==> src/rtl/cpu_pkg.sv <==
// Shared opcode/phase definitions for the 8-bit RISC CPU sequencer and ALU.
package cpu_pkg;

    typedef enum logic [2:0] {
        OP_HLT = 3'd0,
        OP_SKZ = 3'd1,
        OP_ADD = 3'd2,
        OP_AND = 3'd3,
        OP_XOR = 3'd4,
        OP_LDA = 3'd5,
        OP_STO = 3'd6,
        OP_JMP = 3'd7
    } opcode_e;

    typedef enum logic [2:0] {
        PH_INST_ADDR  = 3'd0,
        PH_INST_FETCH = 3'd1,
        PH_INST_LOAD  = 3'd2,
        PH_IDLE       = 3'd3,
        PH_OP_ADDR    = 3'd4,
        PH_OP_FETCH   = 3'd5,
        PH_ALU_OP     = 3'd6,
        PH_STORE      = 3'd7
    } phase_e;

    typedef struct packed {
        logic sel;
        logic rd;
        logic wr;
        logic ld_ir;
        logic inc_pc;
        logic ld_pc;
        logic ld_ac;
        logic alu_en;
        logic data_e;
        logic halt;
    } strobes_t;

    function automatic logic is_aluop(input opcode_e op);
        return (op == OP_ADD) || (op == OP_AND) || (op == OP_XOR) || (op == OP_LDA);
    endfunction

endpackage

==> src/rtl/cpu_sequencer_if.sv <==
// Datapath-facing bus of the sequencer: status inputs and control strobes.
interface cpu_sequencer_if;

    logic [2:0] opcd;
    logic       zero;
    logic       mem_rdy;
    logic       sel;
    logic       rd;
    logic       wr;
    logic       ld_ir;
    logic       inc_pc;
    logic       ld_pc;
    logic       ld_ac;
    logic       alu_en;
    logic       data_e;
    logic       halt;
    logic [2:0] phase;

    modport master (
        output opcd, zero, mem_rdy,
        input  sel, rd, wr, ld_ir, inc_pc, ld_pc, ld_ac, alu_en, data_e, halt, phase
    );

    modport slave (
        input  opcd, zero, mem_rdy,
        output sel, rd, wr, ld_ir, inc_pc, ld_pc, ld_ac, alu_en, data_e, halt, phase
    );

endinterface

==> src/rtl/cpu_decode.sv <==
// Combinational strobe decoder: (phase, opcode, zero, halted) -> control strobes.
module cpu_decode
    import cpu_pkg::*;
(
    input  phase_e     phase,
    input  logic [2:0] opcd,
    input  logic       zero,
    input  logic       halted,
    output strobes_t   strb
);

    opcode_e op;
    logic    aluop;

    assign op    = opcode_e'(opcd);
    assign aluop = is_aluop(op);

    // Phases 0-3 never look at opcd, which is not yet valid there.
    always_comb begin
        strb = '0;
        if (!halted) begin
            unique case (phase)
                PH_INST_ADDR: begin
                    strb.sel = 1'b1;
                end
                PH_INST_FETCH: begin
                    strb.sel = 1'b1;
                    strb.rd  = 1'b1;
                end
                PH_INST_LOAD, PH_IDLE: begin
                    strb.sel   = 1'b1;
                    strb.rd    = 1'b1;
                    strb.ld_ir = 1'b1;
                end
                PH_OP_ADDR: begin
                    strb.inc_pc = 1'b1;
                end
                PH_OP_FETCH: begin
                    strb.rd     = aluop;
                    strb.alu_en = aluop;
                end
                PH_ALU_OP: begin
                    strb.rd     = aluop;
                    strb.inc_pc = (op == OP_SKZ) && zero;
                    strb.ld_pc  = (op == OP_JMP);
                    strb.data_e = (op == OP_STO);
                end
                PH_STORE: begin
                    strb.rd     = aluop;
                    strb.ld_ac  = aluop;
                    strb.ld_pc  = (op == OP_JMP);
                    strb.data_e = (op == OP_STO);
                    strb.wr     = (op == OP_STO);
                end
                default: strb = '0;
            endcase
        end
        strb.halt = halted;
    end

endmodule

==> src/rtl/cpu_sequencer.sv <==
// Eight-phase instruction sequencer: phase counter, sticky halt flag, memory wait states.
module cpu_sequencer
    import cpu_pkg::*;
(
    input  logic            clk,
    input  logic            rst,
    cpu_sequencer_if.slave  bus
);

    phase_e   phase_q, phase_d;
    logic     halted_q, halted_d;
    strobes_t strb;

    always_comb begin
        phase_d  = phase_q;
        halted_d = halted_q;
        if (!halted_q) begin
            if (phase_q == PH_IDLE && bus.opcd == OP_HLT) begin
                // Halting still steps into phase 4, where the counter then freezes.
                halted_d = 1'b1;
                phase_d  = PH_OP_ADDR;
            end else if ((phase_q == PH_INST_LOAD || phase_q == PH_ALU_OP) && !bus.mem_rdy) begin
                phase_d = phase_q;
            end else begin
                phase_d = phase_e'(phase_q + 3'd1);
            end
        end
    end

    always_ff @(posedge clk) begin
        if (rst) begin
            phase_q  <= PH_INST_ADDR;
            halted_q <= 1'b0;
        end else begin
            phase_q  <= phase_d;
            halted_q <= halted_d;
        end
    end

    cpu_decode u_decode (
        .phase  (phase_q),
        .opcd   (bus.opcd),
        .zero   (bus.zero),
        .halted (halted_q),
        .strb   (strb)
    );

    assign bus.sel    = strb.sel;
    assign bus.rd     = strb.rd;
    assign bus.wr     = strb.wr;
    assign bus.ld_ir  = strb.ld_ir;
    assign bus.inc_pc = strb.inc_pc;
    assign bus.ld_pc  = strb.ld_pc;
    assign bus.ld_ac  = strb.ld_ac;
    assign bus.alu_en = strb.alu_en;
    assign bus.data_e = strb.data_e;
    assign bus.halt   = strb.halt;
    assign bus.phase  = phase_q;

endmodule

==> src/flat_wrapper.sv <==
// flat-port wrapper written by rule: the top's interface ports become plain ports
module cpu_sequencer_flat import cpu_pkg::*;
  (clk, rst, bus_opcd, bus_zero, bus_mem_rdy, bus_sel, bus_rd, bus_wr, bus_ld_ir, bus_inc_pc, bus_ld_pc, bus_ld_ac, bus_alu_en, bus_data_e, bus_halt, bus_phase);
  cpu_sequencer_if bus_i ();
  input  logic clk;
  input  logic rst;
  input wire logic [$bits(bus_i.opcd)-1:0] bus_opcd;
  input wire logic [$bits(bus_i.zero)-1:0] bus_zero;
  input wire logic [$bits(bus_i.mem_rdy)-1:0] bus_mem_rdy;
  output wire logic [$bits(bus_i.sel)-1:0] bus_sel;
  output wire logic [$bits(bus_i.rd)-1:0] bus_rd;
  output wire logic [$bits(bus_i.wr)-1:0] bus_wr;
  output wire logic [$bits(bus_i.ld_ir)-1:0] bus_ld_ir;
  output wire logic [$bits(bus_i.inc_pc)-1:0] bus_inc_pc;
  output wire logic [$bits(bus_i.ld_pc)-1:0] bus_ld_pc;
  output wire logic [$bits(bus_i.ld_ac)-1:0] bus_ld_ac;
  output wire logic [$bits(bus_i.alu_en)-1:0] bus_alu_en;
  output wire logic [$bits(bus_i.data_e)-1:0] bus_data_e;
  output wire logic [$bits(bus_i.halt)-1:0] bus_halt;
  output wire logic [$bits(bus_i.phase)-1:0] bus_phase;
  assign bus_i.opcd = bus_opcd;
  assign bus_i.zero = bus_zero;
  assign bus_i.mem_rdy = bus_mem_rdy;
  assign bus_sel = bus_i.sel;
  assign bus_rd = bus_i.rd;
  assign bus_wr = bus_i.wr;
  assign bus_ld_ir = bus_i.ld_ir;
  assign bus_inc_pc = bus_i.inc_pc;
  assign bus_ld_pc = bus_i.ld_pc;
  assign bus_ld_ac = bus_i.ld_ac;
  assign bus_alu_en = bus_i.alu_en;
  assign bus_data_e = bus_i.data_e;
  assign bus_halt = bus_i.halt;
  assign bus_phase = bus_i.phase;
  cpu_sequencer u_core (.clk(clk), .rst(rst), .bus(bus_i));
endmodule
==> config.mk <==
export PLATFORM = sky130hd
export DESIGN_NAME = cpu_sequencer_flat
export DESIGN_NICKNAME = d
export VERILOG_FILES = /design/src/rtl/cpu_pkg.sv /design/src/rtl/cpu_sequencer_if.sv /design/src/rtl/cpu_decode.sv /design/src/rtl/cpu_sequencer.sv /design/src/flat_wrapper.sv
export SDC_FILE = /design/constraint.sdc
export NUM_CORES = 1
export LEC_CHECK = 0
export CORE_AREA = 8 8 45 47
export DETAILED_ROUTE_END_ITERATION = 8
export DIE_AREA = 0 0 53 55
export PLACE_DENSITY = 0.67
export SYNTH_ARGS = -nofsm -noshare
export SYNTH_HDL_FRONTEND = slang
export SYNTH_SLANG_ARGS = --single-unit
==> constraint.sdc <==
create_clock -name clk -period 1.9 [get_ports clk]
set_input_delay 0.38 -clock clk [delete_from_list [all_inputs] [get_ports clk]]
set_output_delay 0.38 -clock clk [all_outputs]
set_load 0.03 [all_outputs]
* Yosys cells after proc, flatten, opt, wreduce, memory -nomap -nowiden
Cells that the tools add are included.
** Storage, ports and cells
- Output and inout port bits :: 13
- Input port bits :: 7
- Flip-flop bits (word level) :: 4
- Latch bits :: 0
- RAM bits :: 0
- Memories kept :: 0
- Bits in read-only memories :: 0
- Logic and storage cells :: 49
** Operators by class
- Multiplexer cells :: 14
- Reduce and logical (&&, ||, !) cells :: 16
- Shift operators :: 0
- Equality and inequality tests :: 15
- Add/subtract/negate cells :: 1
- Magnitude comparators :: 0
- Div/mod/pow operators :: 0
- Multiply operators :: 0
- Bitwise operators :: 1
** Operators with widths (number)
- $eq 3x3->1 const B :: 8
- $eq 3x2->1 const B :: 4
- $mux 10 :: 1
- $mux 1 :: 9
- $eq 3x1->1 const B :: 2
- $logic_not 3->1 :: 2
- $mux 3 :: 2
- $reduce_or 3->1 :: 2
- $logic_or 1x1->1 :: 4
- $pmux 1 s2 :: 2
- $reduce_or 2->1 :: 2
- $reduce_or 4->1 :: 1
- $add 3x1->3 const B :: 1
- $logic_and 1x1->1 :: 3
- $ne 2x1->1 const B :: 1
- $reduce_and 2->1 :: 1
- $logic_not 1->1 :: 1
- $not 1->1 :: 1

* Longest topological paths before layout
Gate-level depths: netlist of run 1.
- Depth in word-level cells :: 6
- Mapped depth :: 5
- Gate-level depth less buffers :: 5

* Modules after synthesis
From an unflattened synthesis of run 1, not the netlist that was laid out.
** Second synthesis, totals
- Cell total of the unflattened synthesis :: 44
- Area total of the unflattened synthesis :: 357.8 um2
** By module, submodules not included
- cpu_sequencer :: cells an instance 26, sequential area each 80.1 um2, area an instance 246.5 um2, instances 1
- cpu_decode :: cells an instance 18, sequential area each 0.0 um2, area an instance 111.4 um2, instances 1

* Worst setup path before layout of run 1
Ideal clock, no wire load.
- Path kind :: register to output
- Start point :: register u_core.phase_q[1], in the netlist u_core.bus.phase[1]
- End point :: output port bus_ld_pc
- Arrival :: 2078 ps
- Required time :: 1520 ps
- Stages on the path, launching flop included :: 5
- Slack :: -558 ps
- Cells stage by stage :: dfxtp_1 ha_1 ha_1 a21oi_1 nor4b_1
** Between the ends
- Cells in the longest elaborated chain, start to end :: 4
- Elaborated cells between the ends (all ways) :: 5
- Classes of those cells :: 2 x eq/ne; 2 x mux; 1 x reduce/logical
** Ends and longest elaborated chain
- from (decl) :: RTL line cpu_sequencer.sv:10 : phase_e phase_q, phase_d;
- from (signal assigned) :: RTL line cpu_sequencer.sv:35 : phase_q <= phase_d;
- $eq 3x3->1 :: RTL line cpu_decode.sv:22 : unique case (phase)
- $reduce_or 2->1 (no line) (*)
- $mux 1 (*)
- $mux 10 (*) :: RTL line cpu_decode.sv:21 : if (!halted) begin
- to (decl) :: RTL line flat_wrapper.sv:15 : output wire logic [$bits(bus_i.ld_pc)-1:0] bus_ld_pc;
Mark *: on every way between the ends. The rest lies on a longest branch, timed or not.

* Worst setup path in the final report of run 1
- Start point :: register u_core.phase_q[1], in the netlist u_core.bus.phase[1]
- End point :: output port bus_rd
** Between the ends
- Cells in the longest elaborated chain, start to end :: 4
- Elaborated cells between the ends (all ways) :: 10
- Classes of those cells :: 6 x eq/ne; 2 x mux; 2 x reduce/logical
** Ends and longest elaborated chain
- $eq 3x3->1, or another cell as far along :: RTL line cpu_decode.sv:22
- $reduce_or 3->1 (no line)
- $pmux 1 s2 (*) :: RTL line cpu_decode.sv:22
- $mux 10 (*) :: RTL line cpu_decode.sv:21
- to (decl) :: RTL line flat_wrapper.sv:11 : output wire logic [$bits(bus_i.rd)-1:0] bus_rd;
Marks and branches as above.

==> results of run 1 <==
power groups by stage:
stage	sequential (mW)	combinational, mW	clock, mW
6_report	0.133	0.657	0.106
5_1_grt	0.136	0.702	0.113
4_1_cts	0.130	0.611	0.109
3_5_place_dp	0.121	0.505	0
3_3_place_gp	0.119	0.500	0
2_1_floorplan	0.154	0.253	0
cell families after synthesis:
logic type | synth area share, %
AND/OR/NAND/NOR | 29.9
AO/OA/AOI/OAI | 24.6
buffers and inverters | 6.14
adder cells (fa/ha/maj) | 19.6
XOR/XNOR | 1.96
flip-flops | 17.9
layout by cell type, fill, tap and decap left out, types with 2 or more instances in the layout:
master,instances
nor2_1,5
clkbuf_4,3
dlygate4sd2_1,2
inv_1,3
clkdlybuf4s50_1,6
dfxtp_2,2
nor4b_4,3
ha_4,5
inv_4,2
nand2_1,2
buf_4,26
buf_6,8
worst min-delay path by stage:
stage | cells past startpoint | slack, ps | startpoint | end
floorplan | 1 | 440 | rst | u_core.bus.phase[2]
global placement | 3 | 620 | u_core.bus.phase[1] | u_core.bus.phase[1]
detailed placement | 3 | 630 | u_core.bus.phase[1] | u_core.bus.phase[1]
CTS | 3 | 710 | u_core.bus.phase[0] | u_core.bus.phase[0]
global route | 3 | 750 | u_core.bus.phase[0] | u_core.bus.phase[0]
finish | 3 | 720 | u_core.bus.phase[0] | u_core.bus.phase[0]
metal layers:
layer | vias to the layer above | global-route usage (%) | routed length, um
met5 | - | 0 | 0
met4 | 0 | 9.05 | 42
met3 | 4 | 2.94 | 128
met2 | 20 | 23.4 | 887
met1 | 266 | 14.2 | 701
li1 | 294 | - | -
worst min-delay path: cells and delay by family (launching register included):
kind | cells | cell delay, ps
buffers and inverters | 2 | 200
AO/OA/AOI/OAI | 1 | 130
flip-flops | 1 | 360
layout make-up:
cell class              count  area, um2  area share, %
flip-flops and latches      4       86.3           8.10
inverters                   6       27.5           2.58
well taps                  16       20.0           1.88
clock buffers               3       22.5           2.11
repair buffers             44        395           37.1
multi-input cells          42        514           48.2
registers in the layout (all words and copies together), names as in the netlist:
register	count
u_core.halted_q	1
u_core.bus.phase	3
timing repair:
| item | CTS | global route |
|---|---|---|
| gates cloned | 0 | 0 |
| gates resized for setup | 33 | 10 |
| buffers inserted | 5 | 2 |
| endpoints found under the setup margin | 9 | 6 |
| pin swaps | 6 | 3 |
metrics by stage:
| stage | total power, mW | hold slack, ps |
|---|---|---|
| floorplan | 0.406 | 445 |
| global placement | 0.619 | 622 |
| detailed placement | 0.626 | 630 |
| CTS | 0.851 | 710 |
| global route | 0.952 | 747 |
| finish | 0.897 | 720 |
==> flow_summary.json, run 1 <==
{
  "intPower_mw": 0.510,
  "synth_edf_count": 0,
  "die_y_um": 55,
  "grt_pass1_vias": 627,
  "ctsLongestPathBuffers": 2,
  "drv_cap": 0,
  "ys_warn_count": 0,
  "drtAntennaViolNets": 0,
  "drive_gt1_share_pct": 63.6,
  "crit_fanout": 3,
  "crit_path_end_kind": "primary output",
  "clock-sinks": 4,
  "dp_slack_ps": -271,
  "grt_pass1_wl_um": 2890,
  "via_per_inst": 5.08,
  "insertedDiodeCount": 0,
  "relSlewSlack_pct": 78.8,
  "ys_top_cells_by_count": "ha_1 (7), inv_1 (6), nor2_1 (5)",
  "track_usage_pct": 13.4,
  "gp_congestion": 0.739,
  "drt-initial-drc-count": 3,
  "switching_share_pct": 43.1,
  "synth_top_cell_area_share_pct": 19.6,
  "finalCriticalPeriod_ps": 1950,
  "post_dp_cell_area_um2": 843,
  "synthArstFlopShare_pct": 0,
  "synth_cell_type_count": 31,
  "cp_slowest_stage_delay_ps": 350,
  "cp.arrival_ps": 1570,
  "syn_nets": 67,
  "cp_cell_sequence": "buf_6 > ha_4 > ha_4 > buf_6 > inv_4 > a311oi_4 > buf_6",
  "power.density_mw_per_mm2": 841,
  "start_util_pct": 32.4,
  "maxSlewViolCount": 0,
  "r2r_end": "u_core.bus.phase[0]",
  "nFillCells": 96,
  "syn_area_um2": 448,
  "core_area_mm2": 0.00138,
  "grt_setup_unrepaired": "yes",
  "num_vias": 584,
  "cpMostUsedCell": "buf_6",
  "path_clk_slew_ps": 40,
  "tritoncts": "yes",
  "cts-root-buf": "clkbuf_4",
  "clkPwrFrac_pct": 11.9,
  "grt_max_degree": 13,
  "setup_viol": 4,
  "endpoint": "bus_rd",
  "fmax_ghz": 0.512,
  "die_w_um": 53,
  "worst_ep_required_time_ps": 1520,
  "tightestPinTransition_ps": 317,
  "worst_clock_skew_ps": 0.820,
  "dr.pass1.iters": 3,
  "finalCritPeriodShare_pct": 103,
  "peakVddDrop_mv": 0.625,
  "finish.instance_area_mm2": 0.00107,
  "path_delay_family": "buffers and inverters",
  "fin_cells": 115,
  "post-place-cells": 106,
  "synthFlopType": "dfxtp_1",
  "r2r-start": "u_core.bus.phase[1]",
  "yosysTopAreaCell": "ha_1",
  "worst_r2r_path_depth": 9,
  "antenna_found_initial": 0,
  "seq_area_frac_synth_pct": 17.9,
  "synth_seq_cells": 4,
  "area_delta_synth_final_pct": 138,
  "worst-path-buf-inv": 4,
  "fin_ws_ps": -53.5,
  "setup-tns-final_ps": -114,
  "combPwrFrac_pct": 73.3,
  "switchingPower_mw": 0.387,
  "critPathKind": "flip-flop to primary output",
  "cts-htree-levels": 1,
  "place_hpwl_um": 1260,
  "cp_num_cells": 7,
  "power_frac_seq_pct": 14.8,
  "cts_buffers": 3,
  "gr-total-overflow": 0,
  "fin_util_pct": 77.0,
  "synth.most_common_cell": "ha_1",
  "netlist_instances": 53,
  "cp_slowest_cell": "dfxtp_2",
  "drc_errors": 0,
  "ff2ff_setup_slack_ps": 120,
  "ioPinCount": 20,
  "critPathLaunch": "u_core.bus.phase[1]",
  "synth_area_per_cell_um2": 8.45,
  "rows": 14,
  "hold_viol": 0,
  "die_area_mm2": 0.00292,
  "power.leakage_nw": 0.453,
  "clk-insertion-delay-late_ps": 240,
  "ys_top_cells_by_area": "ha_1 (20%), dfxtp_1 (18%), nor4b_4 (5.3%), inv_1 (5.0%), nor2_1 (4.2%)",
  "status": "complete, but fails checks",
  "cts_hold_buf": 0,
  "wl_um": 1760,
  "min_path_type": "flip-flop to flip-flop",
  "violations": "setup timing",
  "fin_nets": 115,
  "cp-start-kind": "flip-flop",
  "port_buffers": 19,
  "wl_per_cell_um": 15.3
}
No activity file was read; power rests on OpenSTA's default activity.
==> run 2: changes to the inputs <==
SKIP_CTS_REPAIR_TIMING = 1   (was unset)
clock period = 2.1 ns   (was 1.9 ns; I/O delays follow)
==> flow_summary.json, run 2 (same netlist as run 1, synthesis figures left out) <==
{
  "core_area_mm2": 0.00138,
  "num_vias": 546,
  "fin_util_pct": 59.8,
  "use_met2_pct": 19.7,
  "dr.pass1.iters": 2,
  "cts_buffers": 3,
  "clk-insertion-delay-late_ps": 240,
  "die_y_um": 55,
  "hold_viol": 0,
  "drv_cap": 0,
  "die_w_um": 53,
  "mostFrequentLayoutCells": "buf_4 (21), clkdlybuf4s50_1 (8), inv_1 (5), nor2_1 (5), ha_1 (5)",
  "drc_errors": 0,
  "fmax_ghz": 0.500,
  "grt_pass1_vias": 538,
  "tightestPinTransition_ps": 416,
  "wl_per_cell_um": 15.2,
  "min_path_type": "flip-flop to flip-flop",
  "wl_um": 1570,
  "grt-busiest-layer": "met2",
  "met1_usage_pct": 11.2,
  "path_clk_slew_ps": 40,
  "via_per_inst": 5.30,
  "relSlewSlack_pct": 72.1,
  "grt_max_degree": 14,
  "cts-htree-levels": 1,
  "tritoncts": "yes",
  "antenna_found_initial": 0,
  "crit_path_end_kind": "primary output",
  "rows": 14,
  "cp-start-kind": "primary input",
  "crit_fanout": 5,
  "post-place-cells": 99,
  "drive_gt1_share_pct": 44.8,
  "fin_hold_ws_ps": 660,
  "insertedDiodeCount": 0,
  "ioPinCount": 20,
  "drt-initial-drc-count": 3,
  "cts-root-buf": "clkbuf_4",
  "fin_cells": 103,
  "peakVddDrop_mv": 0.386,
  "place_hpwl_um": 1210,
  "track_usage_pct": 11.1,
  "grt_use_met3_pct": 4.28,
  "maxSlewViolCount": 0,
  "worst_clock_skew_ps": 1.73,
  "finalCriticalPeriod_ps": 2000,
  "fin_nets": 103,
  "status": "complete, no violations",
  "area_delta_synth_final_pct": 84.6,
  "final_common_cell": "buf_4",
  "setup_viol": 0,
  "finalCritPeriodShare_pct": 95.2,
  "ctsLongestPathBuffers": 2,
  "grt_setup_unrepaired": "no",
  "power.leakage_nw": 0.368,
  "power.density_mw_per_mm2": 796,
  "port_buffers": 19,
  "drtAntennaViolNets": 0,
  "grt_pass1_wl_um": 2410,
  "gp_congestion": 0.701,
  "cp.arrival_ps": 1580,
  "worst_ep_required_time_ps": 1680,
  "critPathKind": "primary input to primary output",
  "gr-total-overflow": 0,
  "nFillCells": 140,
  "largest_reg_flops": 3,
  "start_util_pct": 32.4,
  "die_area_mm2": 0.00292,
  "clock-sinks": 4
}
run 2: cell count changes in the layout (fill, tap and decap cells not counted), moves of 2 or more:
| cell | change |
|---|---|
| a21oi_1 | +2 |
| buf_4 | -5 |
| buf_6 | -8 |
| clkdlybuf4s50_1 | +2 |
| dlygate4sd2_1 | -2 |
| ha_1 | +4 |
| ha_4 | -3 |
| inv_1 | +2 |
| inv_4 | -2 |
| nor4b_2 | +2 |
| nor4b_4 | -2 |
run 2: report_power, final:
part,switching [mW],total (mW),internal (mW)
registers,0.0169,0.109,0.0921
clock network,0.0336,0.0977,0.0641
logic,0.242,0.451,0.209
run 2: worst max-delay path, cell delays in order:
cell	delay [ps]
clkdlybuf4s50_1	640
a41oi_1	160
nor3_1	170
buf_4	190
run 2: area by class of cell:
type | count | area, um2 | area share, %
multi-input cells | 42 | 412 | 49.8
repair buffers | 32 | 268 | 32.4
flip-flops and latches | 4 | 82.6 | 9.98
clock buffers | 3 | 22.5 | 2.72
inverters | 6 | 22.5 | 2.72
well taps | 16 | 20.0 | 2.42
run 2: path summary, 6_finish.rpt:
path	end	startpoint	slack, ps	depth (start not counted)
max reg2reg	u_core.bus.phase[0]	u_core.bus.phase[1]	390	6
min	u_core.bus.phase[1]	u_core.bus.phase[1]	660	3
min reg2reg	u_core.bus.phase[1]	u_core.bus.phase[1]	660	3
max	bus_inc_pc	bus_opcd[0]	100	4
run 2: metrics by stage:
stage          power (mW)  area [um2]  setup TNS [ps]  worst slack [ps]
2_1_floorplan       0.343         473               0             0.222
3_3_place_gp        0.541         751            -144             -90.6
3_5_place_dp        0.547         751            -191              -128
4_1_cts             0.651         773            -798              -395
5_1_grt             0.702         827               0              15.5
6_report            0.658         827               0               101
run 2: metal layers:
layer,vias to the layer above,share of wire (%),routed length [um]
met3,4,9.6,151
met1,251,41,634
met5,-,0,0
li1,270,-,-
met4,0,1.1,17
met2,21,49,762
